[config.mk]
export PLATFORM = sky130hd
export DESIGN_NAME = ov7670_frame_capture
export DESIGN_NICKNAME = d
export VERILOG_FILES = /design/src/rtl/ov7670_frame_capture_pkg.sv /design/src/rtl/ov7670_frame_capture_cam_sync_edge.sv /design/src/rtl/ov7670_frame_capture.sv
export SDC_FILE = /design/constraint.sdc
export NUM_CORES = 1
export LEC_CHECK = 0
export CAP_MARGIN = 20
export CORE_MARGIN = 3
export CORE_UTILIZATION = 30
export CTS_CLUSTER_SIZE = 10
export DETAILED_ROUTE_END_ITERATION = 10
export GPL_TIMING_DRIVEN = 0
export SETUP_SLACK_MARGIN = 0.2
export SYNTH_ARGS = -nofsm -noshare
export SYNTH_HDL_FRONTEND = slang
export SYNTH_SLANG_ARGS = --single-unit
[constraint.sdc]
create_clock -name clk -period 2.7 [get_ports clk]
set_clock_uncertainty 0.2 [all_clocks]
set_input_delay 0.405 -clock clk [delete_from_list [all_inputs] [get_ports clk]]
set_output_delay 0.405 -clock clk [all_outputs]
set_load 0.005 [all_outputs]
[src/rtl/ov7670_frame_capture_pkg.sv]
// Shared definitions for the OV7670 frame capture block: FSM state encoding
// and the camera input synchronizer depth.
package ov7670_frame_capture_pkg;

  // Flops per camera input before the edge-detect stage.
  localparam int SYNC_DEPTH = 2;

  typedef enum logic [2:0] {
    IDLE    = 3'd0,
    ARM     = 3'd1,
    VBLANK  = 3'd2,
    CAPTURE = 3'd3,
    CONV    = 3'd4,
    RELEASE = 3'd5,
    DONE    = 3'd6
  } cap_state_t;

endpackage

[src/rtl/ov7670_frame_capture_cam_sync_edge.sv]
// Camera input conditioning: each input passes through SYNC_DEPTH synchronizer
// flops and then one registered edge-detect stage. The level, edge and data
// outputs all come out of that last stage, so they stay cycle-aligned.
module ov7670_frame_capture_cam_sync_edge
  import ov7670_frame_capture_pkg::*;
(
  input  logic       clk,
  input  logic       reset_n,
  input  logic       cam_pclk,
  input  logic       cam_vsync,
  input  logic       cam_href,
  input  logic [7:0] cam_data,
  output logic       pclk_rise,
  output logic       vsync,
  output logic       vsync_rise,
  output logic       vsync_fall,
  output logic       href,
  output logic       href_fall,
  output logic [7:0] data
);

  localparam int TOP = SYNC_DEPTH - 1;

  logic [SYNC_DEPTH-1:0]      pclk_s, vsync_s, href_s;
  logic [SYNC_DEPTH-1:0][7:0] data_s;
  logic                       pclk_d;

  // Synchronizer shift chains for every camera input.
  always_ff @(posedge clk) begin
    if (!reset_n) begin
      pclk_s  <= '0;
      vsync_s <= '0;
      href_s  <= '0;
      data_s  <= '0;
    end else begin
      pclk_s  <= {pclk_s[SYNC_DEPTH-2:0], cam_pclk};
      vsync_s <= {vsync_s[SYNC_DEPTH-2:0], cam_vsync};
      href_s  <= {href_s[SYNC_DEPTH-2:0], cam_href};
      data_s  <= {data_s[SYNC_DEPTH-2:0], cam_data};
    end
  end

  // Edge-detect stage: registered edges plus the matching delayed levels/data.
  always_ff @(posedge clk) begin
    if (!reset_n) begin
      pclk_d     <= 1'b0;
      vsync      <= 1'b0;
      href       <= 1'b0;
      data       <= '0;
      pclk_rise  <= 1'b0;
      vsync_rise <= 1'b0;
      vsync_fall <= 1'b0;
      href_fall  <= 1'b0;
    end else begin
      pclk_d     <= pclk_s[TOP];
      vsync      <= vsync_s[TOP];
      href       <= href_s[TOP];
      data       <= data_s[TOP];
      pclk_rise  <= pclk_s[TOP] & ~pclk_d;
      vsync_rise <= vsync_s[TOP] & ~vsync;
      vsync_fall <= ~vsync_s[TOP] & vsync;
      href_fall  <= ~href_s[TOP] & href;
    end
  end

endmodule

[src/rtl/ov7670_frame_capture.sv]
// OV7670 YUYV frame capture into byte-wide frame memory, followed by the
// conv_start / conv_end encoder handshake. Camera pins are oversampled in clk.
// Optional macro CAP_TEST_PATTERN_EN replaces written data with
// byte_cnt ^ line_cnt for bring-up without sensor content.
module ov7670_frame_capture
  import ov7670_frame_capture_pkg::*;
#(
  parameter int WIDTH  = 320,
  parameter int HEIGHT = 200,
  parameter int WSZ    = $clog2(WIDTH),
  parameter int HSZ    = $clog2(HEIGHT),
  parameter int ASZ    = HSZ + WSZ
) (
  input  logic           clk,
  input  logic           reset_n,
  input  logic           img_req,
  input  logic           cam_pclk,
  input  logic           cam_vsync,
  input  logic           cam_href,
  input  logic [7:0]     cam_data,
  output logic           mem_write_en,
  output logic [ASZ-1:0] mem_write_addr,
  output logic [7:0]     mem_write_data,
  output logic           conv_start,
  input  logic           conv_end,
  output logic           busy,
  output logic           frame_short
);

  localparam logic [WSZ:0]   LINE_END  = (WSZ+1)'(2 * WIDTH);
  localparam logic [ASZ-1:0] LINE_STEP = ASZ'(2 * WIDTH);
  localparam logic [HSZ:0]   LAST_LINE = (HSZ+1)'(HEIGHT - 1);

  cap_state_t     state, state_nxt;
  logic           req_q;
  logic [WSZ:0]   byte_cnt;
  logic [HSZ:0]   line_cnt;
  logic [ASZ-1:0] line_base;

  logic       pclk_rise, vsync, vsync_rise, vsync_fall, href, href_fall;
  logic [7:0] cam_byte;

  logic req_rise, last_fall, in_cap, wr;

  ov7670_frame_capture_cam_sync_edge u_sync (
    .clk        (clk),
    .reset_n    (reset_n),
    .cam_pclk   (cam_pclk),
    .cam_vsync  (cam_vsync),
    .cam_href   (cam_href),
    .cam_data   (cam_data),
    .pclk_rise  (pclk_rise),
    .vsync      (vsync),
    .vsync_rise (vsync_rise),
    .vsync_fall (vsync_fall),
    .href       (href),
    .href_fall  (href_fall),
    .data       (cam_byte)
  );

  assign in_cap    = (state == CAPTURE);
  assign req_rise  = img_req & ~req_q;
  // Final line completing: takes priority over a coincident vsync rise.
  assign last_fall = href_fall & (line_cnt == LAST_LINE);
  // A write is dropped if the FSM leaves CAPTURE on this cycle, so the
  // registered strobe can never appear outside CAPTURE.
  assign wr = in_cap & pclk_rise & href & (byte_cnt < LINE_END) &
              ~last_fall & ~vsync_rise;

  // State register and img_req edge history.
  always_ff @(posedge clk) begin
    if (!reset_n) begin
      state <= IDLE;
      req_q <= 1'b0;
    end else begin
      state <= state_nxt;
      req_q <= img_req;
    end
  end

  // Next-state logic plus the state-decoded handshake outputs.
  always_comb begin
    state_nxt  = state;
    conv_start = 1'b0;
    busy       = (state != IDLE);
    case (state)
      IDLE:    if (req_rise) state_nxt = ARM;
      ARM:     if (vsync) state_nxt = VBLANK;
      VBLANK:  if (vsync_fall) state_nxt = CAPTURE;
      CAPTURE: if (last_fall || vsync_rise) state_nxt = CONV;
      CONV: begin
        conv_start = 1'b1;
        if (conv_end) state_nxt = RELEASE;
      end
      RELEASE: if (!conv_end) state_nxt = DONE;
      DONE:    if (!img_req) state_nxt = IDLE;
      default: state_nxt = IDLE;
    endcase
  end

  // Counters, line base, registered write port and sticky short-frame flag.
  always_ff @(posedge clk) begin
    if (!reset_n) begin
      byte_cnt       <= '0;
      line_cnt       <= '0;
      line_base      <= '0;
      mem_write_en   <= 1'b0;
      mem_write_addr <= '0;
      mem_write_data <= '0;
      frame_short    <= 1'b0;
    end else begin
      mem_write_en <= 1'b0;
      if (state == IDLE && req_rise)
        frame_short <= 1'b0;
      if (state == VBLANK && vsync_fall) begin
        byte_cnt  <= '0;
        line_cnt  <= '0;
        line_base <= '0;
      end
      if (wr) begin
        mem_write_en   <= 1'b1;
        mem_write_addr <= line_base + ASZ'(byte_cnt);
`ifdef CAP_TEST_PATTERN_EN
        mem_write_data <= 8'(byte_cnt) ^ 8'(line_cnt);
`else
        mem_write_data <= cam_byte;
`endif
        byte_cnt <= byte_cnt + (WSZ+1)'(1);
      end
      if (in_cap && href_fall) begin
        byte_cnt  <= '0;
        line_cnt  <= line_cnt + (HSZ+1)'(1);
        line_base <= line_base + LINE_STEP;
      end
      if (in_cap && vsync_rise && !last_fall)
        frame_short <= 1'b1;
    end
  end

endmodule

### Word-level counts from Yosys, hierarchy flattened

Index checks and enable logic that the tools add are counted.

| operators by class | value |
|---|---|
| add/subtract/negate cells | 4 |
| order comparisons | 1 |
| equality and inequality tests | 14 |
| muxes and demuxes | 18 |
| bitwise operators | 19 |
| reduce and logical (&&, ||, !) cells | 14 |

Operators with widths:

| operator | count |
|---|---|
| $mux 17 | 2 |
| $mux 3 | 7 |
| $pmux 3 s7 | 1 |
| $mux 10 | 2 |
| $mux 9 | 2 |
| $add 17x10->17 | 1 |
| $add 17x10->17 const B | 1 |
| $and 1x1->1 | 11 |
| $add 10x1->10 const B | 1 |
| $lt 10x10->1 const B | 1 |
| $add 9x1->9 const B | 1 |
| $eq 3x3->1 const B | 3 |
| $eq 9x8->1 const B | 1 |
| $ne 2x2->1 const B | 4 |
| $not 1->1 | 8 |
| $reduce_and 7->1 | 1 |
| $eq 3x2->1 const B | 2 |
| $ne 2x1->1 const B | 3 |
| $reduce_bool 2->1 | 3 |
| $logic_and 1x1->1 | 5 |
| $mux 1 | 4 |
| $eq 3x1->1 const B | 1 |
| $logic_not 3->1 | 1 |
| $reduce_bool 3->1 | 1 |
| other kinds (3) | 3 |

| storage, ports and cells | value |
|---|---|
| bits in registers | 104 |
| bits of input ports | 15 |
| output and inout port bits | 29 |
| word-level logic and storage cells | 92 |

### Longest topological paths before layout

| depth | value |
|---|---|
| depth after elaboration | 7 |
| gate-level depth with buffers | 8 |
| depth with buffers taken out | 6 |

### Hierarchy

A second synthesis with hierarchy kept.

| unflattened totals | value |
|---|---|
| cell total of the unflattened synthesis | 415 |
| area, all modules | 3801.1 um^2 |

Modules (own cells, without submodules):

| module | instances | cells each | area each (um^2) | seq. area each (um^2) |
|---|---|---|---|---|
| ov7670_frame_capture | 1 | 338 | 2786.4 | 1201.2 |
| ov7670_frame_capture_cam_sync_edge | 1 | 77 | 1014.7 | 740.7 |

### Worst setup path before layout

No wires, ideal clock.

| path | value |
|---|---|
| path kind | reg-to-reg |
| from | register line_cnt[0] |
| to | register byte_cnt[4] |
| library setup time | 0.076 ns |
| arrival | 1.842 ns |
| data required time | 2.424 ns |
| path slack | 0.582 ns |
| cell stages (with the launch flop) | 8 |
| buffers on the path | 1 |
| period minus slack after synthesis | 2.118 ns |
| cell sequence | dfxtp_1 > ha_1 > and4_4 > a31o_2 > or2_4 > buf_6 > or3_1 > a31oi_1 |

| between the ends | value |
|---|---|
| word-level cells in the longest chain between the ends | 6 |
| elaborated cells on any way between the ends | 7 |
| those cells by class | 1 x eq/ne; 1 x mux; 4 x bitwise; 1 x reduce/logical |

Ends and longest elaborated chain:

| item | line | text |
|---|---|---|
| start, declared | ov7670_frame_capture.sv:37 | `logic [HSZ:0] line_cnt;` |
| start signal, assigned | ov7670_frame_capture.sv:132 | `line_cnt <= line_cnt + (HSZ+1)'(1);` |
| $eq 9x8->1 (*) | ov7670_frame_capture.sv:64 | `assign last_fall = href_fall & (line_cnt == LAST_LINE);` |
| $and 1x1->1 (*) | ov7670_frame_capture.sv:64 |  |
| $not 1->1 (*) | ov7670_frame_capture.sv:68 | `~last_fall & ~vsync_rise;` |
| $and 1x1->1 (*) | ov7670_frame_capture.sv:67 | `assign wr = in_cap & pclk_rise & href & (byte_cnt < LINE_END) &` |
| $and 1x1->1 (*) | ov7670_frame_capture.sv:68 |  |
| $mux 10 / $reduce_bool 2->1 (equally long branches) | - |  |
| end signal, assigned | ov7670_frame_capture.sv:128 | `byte_cnt <= byte_cnt + (WSZ+1)'(1);` |
| end, declared | ov7670_frame_capture.sv:36 | `logic [WSZ:0] byte_cnt;` |

Mark *: on every way between the ends. The rest lies on a longest branch, timed or not.
A chain may end at the register's enable or synchronous reset.

### Final worst setup path

| path | value |
|---|---|
| from | register state[1] |
| to | output busy |

| between the ends | value |
|---|---|
| word-level cells in the longest chain between the ends | 1 |

Ends and longest elaborated chain:

| item | line | text |
|---|---|---|
| start, declared | ov7670_frame_capture.sv:34 | `cap_state_t state, state_nxt;` |
| start signal, assigned | ov7670_frame_capture.sv:76 | `state <= state_nxt;` |
| $reduce_bool 3->1 | ov7670_frame_capture.sv:85 | `busy = (state != IDLE);` |
| end, declared | ov7670_frame_capture.sv:26 | `output logic busy,` |

No other way between the ends.

==> flow_metrics.env <==
export IMPL_outcome="finished clean"
export IMPL_port_buffers=42
export IMPL_insertion_delay_ns=0.35
export IMPL_die_y_um=120
export IMPL_cts_tree="done"
export IMPL_post_drt_wl_per_cell_um=12.7
export IMPL_grt_max_degree=18
export IMPL_synth_edf_count=0
export IMPL_drc_errors=0
export IMPL_drtAntennaViolNets=0
export IMPL_critPathMaxFanout=10
export IMPL_p_per_area_nw_per_um2=602
export IMPL_groute_usage_overall_pct=12.2
export IMPL_drt_initial_drc_count=169
export IMPL_yosys_area_top_type_share_pct=50.1
export IMPL_worstPathRequired_ns=2.10
export IMPL_drv_slew=0
export IMPL_synthArstFlopShare_pct=0
export IMPL_clk_path_buf_depth=2
export IMPL_cts_buffers=9
export IMPL_ios=44
export IMPL_grt_first_pass_wirelength_um=14300
export IMPL_ys_seq_area_share_pct=50.1
export IMPL_cap_viol_max_count=0
export IMPL_cts_setup_buffers=0
export IMPL_stdcell_count=652
export IMPL_internal_power_mw=2.22
export IMPL_first_pass_iters=5
export IMPL_cts_hold_buf=0
export IMPL_synth_top_area_cell="dfxtp_1"
export IMPL_synth_cell_area_sq_um=3880
export IMPL_seq_power_share_pct=51.0
export IMPL_syn_to_final_growth_pct=23.8
export IMPL_synth_commonest_cells="dfxtp_1, nand2_1, and2_1"
export IMPL_detailed_place_hpwl_um=5910
export IMPL_dp_cells=636
export IMPL_htreeDepth=3
export IMPL_grt_pass1_vias=2946
export IMPL_finalSetupTns_ns=0
export IMPL_p_leak_nw=1.78
export IMPL_ys_ff_latch=97
export IMPL_rows=40
export IMPL_synth_area_per_cell_sq_um=9.10
export IMPL_chipWidth_um=120
export IMPL_synthCells=426
export IMPL_wirelength_um=8250
export IMPL_netSwitchingFraction_pct=23.4
export IMPL_synth_area_leaders="dfxtp_1, and2_1, nand2_1"
export IMPL_grt_ovfl_total=0
export IMPL_cts_root_buf="clkbuf_16"
export IMPL_worst_pin_slew_ns=0.568
export IMPL_hp_class="reg2reg"
export IMPL_period_minus_slack_ns=2.37
export IMPL_worstSetupPathType="reg2out"
export IMPL_final_nets=500
export IMPL_antenna_found_initial=0
export IMPL_end_kind="output port"
export IMPL_critPathArrivalTime_ns=1.76
export IMPL_post_synth_top_count_cell="dfxtp_1"
export IMPL_layout_worst_path_cycle_share_pct=87.7
export IMPL_rsz0062_at_grt="no"
export IMPL_synthesis_nets=447
export IMPL_p_clk_share_pct=42.8
export IMPL_yosysUniqueCellTypes=45
export IMPL_num_antenna_cells=0
export IMPL_yosys_warnings=0
export IMPL_setup_viol=0
export IMPL_start_util_pct=31.5
export IMPL_num_vias=3099
export IMPL_core_area_sq_um=12300
export IMPL_gp_congestion=0.782
export IMPL_synth_main_ff_cell="dfxtp_1"
export IMPL_cp_start_kind="register"
export IMPL_vdd_drop_max_uv=306
export IMPL_cts_sinks=97
export IMPL_die_area_sq_um=14300
export IMPL_cts_clk_slew_worst_paths_ns=0.07
export IMPL_slew_headroom_pct=62.1
export IMPL_via_per_inst=4.75
export IMPL_fmax_ghz=0.422
export IMPL_drive_above_1_share_pct=7.02
export IMPL_netSwitchingPower_mw=0.677
export IMPL_power_frac_comb_pct=6.3
export IMPL_report_final_hold_viol_count=0
layout make-up:
| class | instances | area (sq um) |
|---|---|---|
| buffer | 25 | 118 |
| sequential | 97 | 1940 |
| clock inverter | 5 | 43.8 |
| multi-input combinational | 302 | 1820 |
| fill | 1279 | 7510 |
| timing repair buffer | 42 | 420 |
| inverter | 2 | 7.51 |
| tap | 168 | 210 |
| clock buffer | 11 | 243 |
critical path, stage by stage, from the launching register on:
cell and delay [ns]:
dfxtp_1 0.36, clkbuf_2 0.19, or3_1 0.41, clkdlybuf4s50_1 0.46
power groups by stage:
stage	logic [mW]	registers [mW]	clock network [mW]
final	0.182	1.47	1.24
after global routing	0.206	1.48	1.32
after CTS	0.183	1.48	1.25
after detailed placement	0.182	1.51	0
after global placement	0.181	1.51	0
after floorplan	0.117	1.50	0
metrics by stage:
| step | total power [mW] | util, % | hold WS [ns] | setup slack, ns | area [sq um] |
|---|---|---|---|---|---|
| 4_1_cts | 2.91 | 39.0 | 0.186 | 0.261 | 4800 |
| 3_5_place_dp | 1.69 | 36.6 | 0.176 | 0.232 | 4510 |
| 2_1_floorplan | 1.62 | - | 0.167 | 0.582 | 3880 |
| 5_1_grt | 3.01 | 39.0 | 0.218 | 0.225 | 4800 |
| 6_report | 2.89 | 39.0 | 0.186 | 0.332 | 4800 |
| 3_3_place_gp | 1.69 | 36.6 | 0.172 | 0.281 | 4510 |
per-layer routing:
| metal | global-route usage [%] | routed length, um | vias to the layer above | part of all wire (%) |
|---|---|---|---|---|
| li1 | - | - | 1589 | - |
| met1 | 16.1 | 4020 | 1435 | 49 |
| met2 | 19.4 | 3710 | 66 | 45 |
| met3 | 3.39 | 431 | 9 | 5.2 |
| met4 | 3.65 | 85 | 0 | 1.0 |
| met5 | 0 | 0 | - | 0 |
state kept, by name (all words and copies together) (netlist names), 3 cells and up:
signal	count
line_base	10
mem_write_data	8
state	3
byte_cnt	10
mem_write_addr	17
u_sync.data	8
line_cnt	9
u_sync.data_s	16
logic make-up after synthesis:
logic type / after synthesis / synth area share, %
xor gates and xnor gates: 9 / 2.03
adders and majority gates: 6 / 1.94
muxes: 1 / 0.290
AOI/OAI and AO/OA: 96 / 16.7
and+or+nand+nor: 190 / 25.9
DFF: 97 / 50.1
buffers and inverters: 27 / 3.03
cell usage in the layout, fill, tap and decap left out, drive strengths merged, types with 10 or more instances in the layout:
master / instances
dfxtp: 97
o21ai: 20
clkbuf: 30
a21oi: 17
nor2: 16
nand2: 61
clkdlybuf4s50: 42
a21boi: 30
nand3: 22
and2: 38
or3: 10
worst paths after layout:
| check | from | endpoint | slack [ns] | cells past startpoint |
|---|---|---|---|---|
| setup / recovery | state[1] | busy | 0.33 | 3 |
| hold / removal | u_sync.pclk_d | u_sync.pclk_rise | 0.19 | 1 |
| setup reg to reg | line_cnt[0] | byte_cnt[4] | 0.37 | 7 |
| hold reg to reg | u_sync.pclk_d | u_sync.pclk_rise | 0.19 | 1 |
what timing repair did:
action                                  CTS  global route
resized for setup                         1            10
endpoints found under the setup margin    1            32
pin swaps                                 0             0
Note: power is estimated with default switching activity, not from simulation.
==> variant (same flow settings) <==
The package constant `SYNC_DEPTH` goes from 2 to 4.
--- a/src/rtl/ov7670_frame_capture_pkg.sv
+++ b/src/rtl/ov7670_frame_capture_pkg.sv
@@ -4,5 +4,5 @@
 
   // Flops per camera input before the edge-detect stage.
-  localparam int SYNC_DEPTH = 2;
+  localparam int SYNC_DEPTH = 4;
 
   typedef enum logic [2:0] {
Behaviour: not the same (Yosys sat finds a counterexample within 10 cycles, from zero or initial values and one cycle with reset_n low).
==> variant against the unedited design <==
  * Power up 42%
  * Critical path depth unchanged
  * Routed wire length up 11%
  * Sequential cell count up 22
  * Setup slack worse by 0.053 ns
  * Sequential share of layout area up 1.5 points
  * Clock power up 65%
  * Count of clock-buffer cells in the layout up 7
  * Synthesized area up 15%
  * Cell area up 18%
  * Largest cell class unchanged
  * Largest power group is now clock
==> variant: results (changes against the unedited design) <==
Inst Count DP = 704 (+11%)
layout cell share with drive strength beyond 1 = 9.239% (+2.2 points)
ranking of synthesized cells by area = dfxtp_1, and2_1, nand2_1, a21boi_0, o21ai_0
syn nets = 499 (+12%)
TritonCTS Buffers = 17 (+8)
via/cell ratio = 4.644 (-2.3%)
IO buf count = 42 (unchanged)
pre-CTS worst setup slack = 0.4712 ns (+0.2392 ns)
r2r setup slk = 0.49 ns (+0.12 ns)
TritonRoute pass-1 iters = 4 (-1)
Worst R2R End = byte_cnt[1]$_SDFFE_PP0P_
met2 WL = 4321 um (+16%)
Largest regs = u_sync.data_s (32), mem_write_addr (17)
Skew-Pair Late Insertion Delay = 0.41 ns (+0.06 ns)
post-DR wirelength/cell = 12.44 um (-1.7%)
Largest Register = u_sync.data_s
initial DRC count = 202 (+20%)
CTS H-Tree Depth = 4 (+1)
Routed WL = 9158 um (+11%)
CP peak stage delay = 0.47 ns
Arr. time, crit path = 1.82 ns (+0.06 ns)
CP max FO = 10 (unchanged)
synth cell count leaders = dfxtp_1, nand2_1, and2_1
gp weighted congestion = 0.7967 (+1.9%)
count of different cell masters after synthesis = 47 (+4.4%)
Detailed Place HPWL = 6488 um (+9.8%)
status = finished clean
nets = 560 (+12%)
Max transition margin = 60.99% (-1.1 points)
metal3 WL = 486 um (+13%)
Pleak = 2.124 nW (+19%)
GRT Total Usage = 12.22% (+0.043 points)
Seq/Total Area, Yosys = 53.20% (+3.1 points)
hold_ws = 0.1891 ns (+0.002883 ns)
Clock Pin Slew Worst Setup and Hold Paths = 0.06 ns
reg2reg path depth = 8 (+1)
==> variant: cell types whose count changed in the layout (fill, tap and decap cells not counted), sizes merged, moves of 5 or more <==
cell	before	now
nand3b	6	11
nand3	22	15
and2	38	58
dfxtp	97	119
nor2	16	26
clkbuf	30	35
==> variant: timing repair <==
| action | 4_1_cts | 5_1_grt |
|---|---|---|
| endpoints found under the setup margin | 0 | 1 |
| gates resized for setup | 0 | 4 |
| buffers inserted | 0 | 0 |
==> variant: worst max path at each step <==
stage	startpoint	end	slack, ns	cells after the start
floorplan	line_cnt[0]$_SDFFE_PN0P_	byte_cnt[9]$_SDFFE_PP0P_	0.82	7
global placement	line_cnt[0]$_SDFFE_PN0P_	byte_cnt[1]$_SDFFE_PP0P_	0.52	8
detailed placement	line_cnt[0]$_SDFFE_PN0P_	byte_cnt[1]$_SDFFE_PP0P_	0.47	8
CTS	state[1]$_SDFFE_PN0P_	busy	0.26	3
global route	state[1]$_SDFFE_PN0P_	busy	0.20	3
finish	state[1]$_SDFFE_PN0P_	busy	0.28	3
==> variant: cells by family (layout without fill, tap and decap cells) <==
group | count (synthesis) | count (layout) | synth area share, %
compound gates | 93 | 93 | 13.58
xor+xnor | 9 | 9 | 1.760
buf+inv | 30 | 104 | 2.990
mux | 2 | 2 | 0.4471
flops | 119 | 119 | 53.20
simple gates | 219 | 219 | 26.35
fa+ha+maj | 6 | 6 | 1.676
==> variant: cell type report <==
class                   instances  area, sq um
plain buffers                  26        122.6
clock buffers                  18        429.2
clock inverters                14        116.4
fillers                      1439         8906
inverters                       4        15.01
multi-input cells             329         1967
flip-flops and latches        119         2382
well taps                     184        230.2
repair buffers                 42        420.4
==> variant: per-layer routing <==
metal  track usage [%]  vias up
met5                 0        -
met4             4.557        0
met3             5.667       11
met2             19.53       72
met1             14.34     1589
li1                  -     1746
==> variant: where the power goes <==
part | internal (mW) | total [mW] | switching, mW
registers | 1.80 | 1.82 | 0.0225
logic | 0.111 | 0.235 | 0.124
clock network | 1.19 | 2.04 | 0.849
total | 3.10 | 4.10 | 0.996
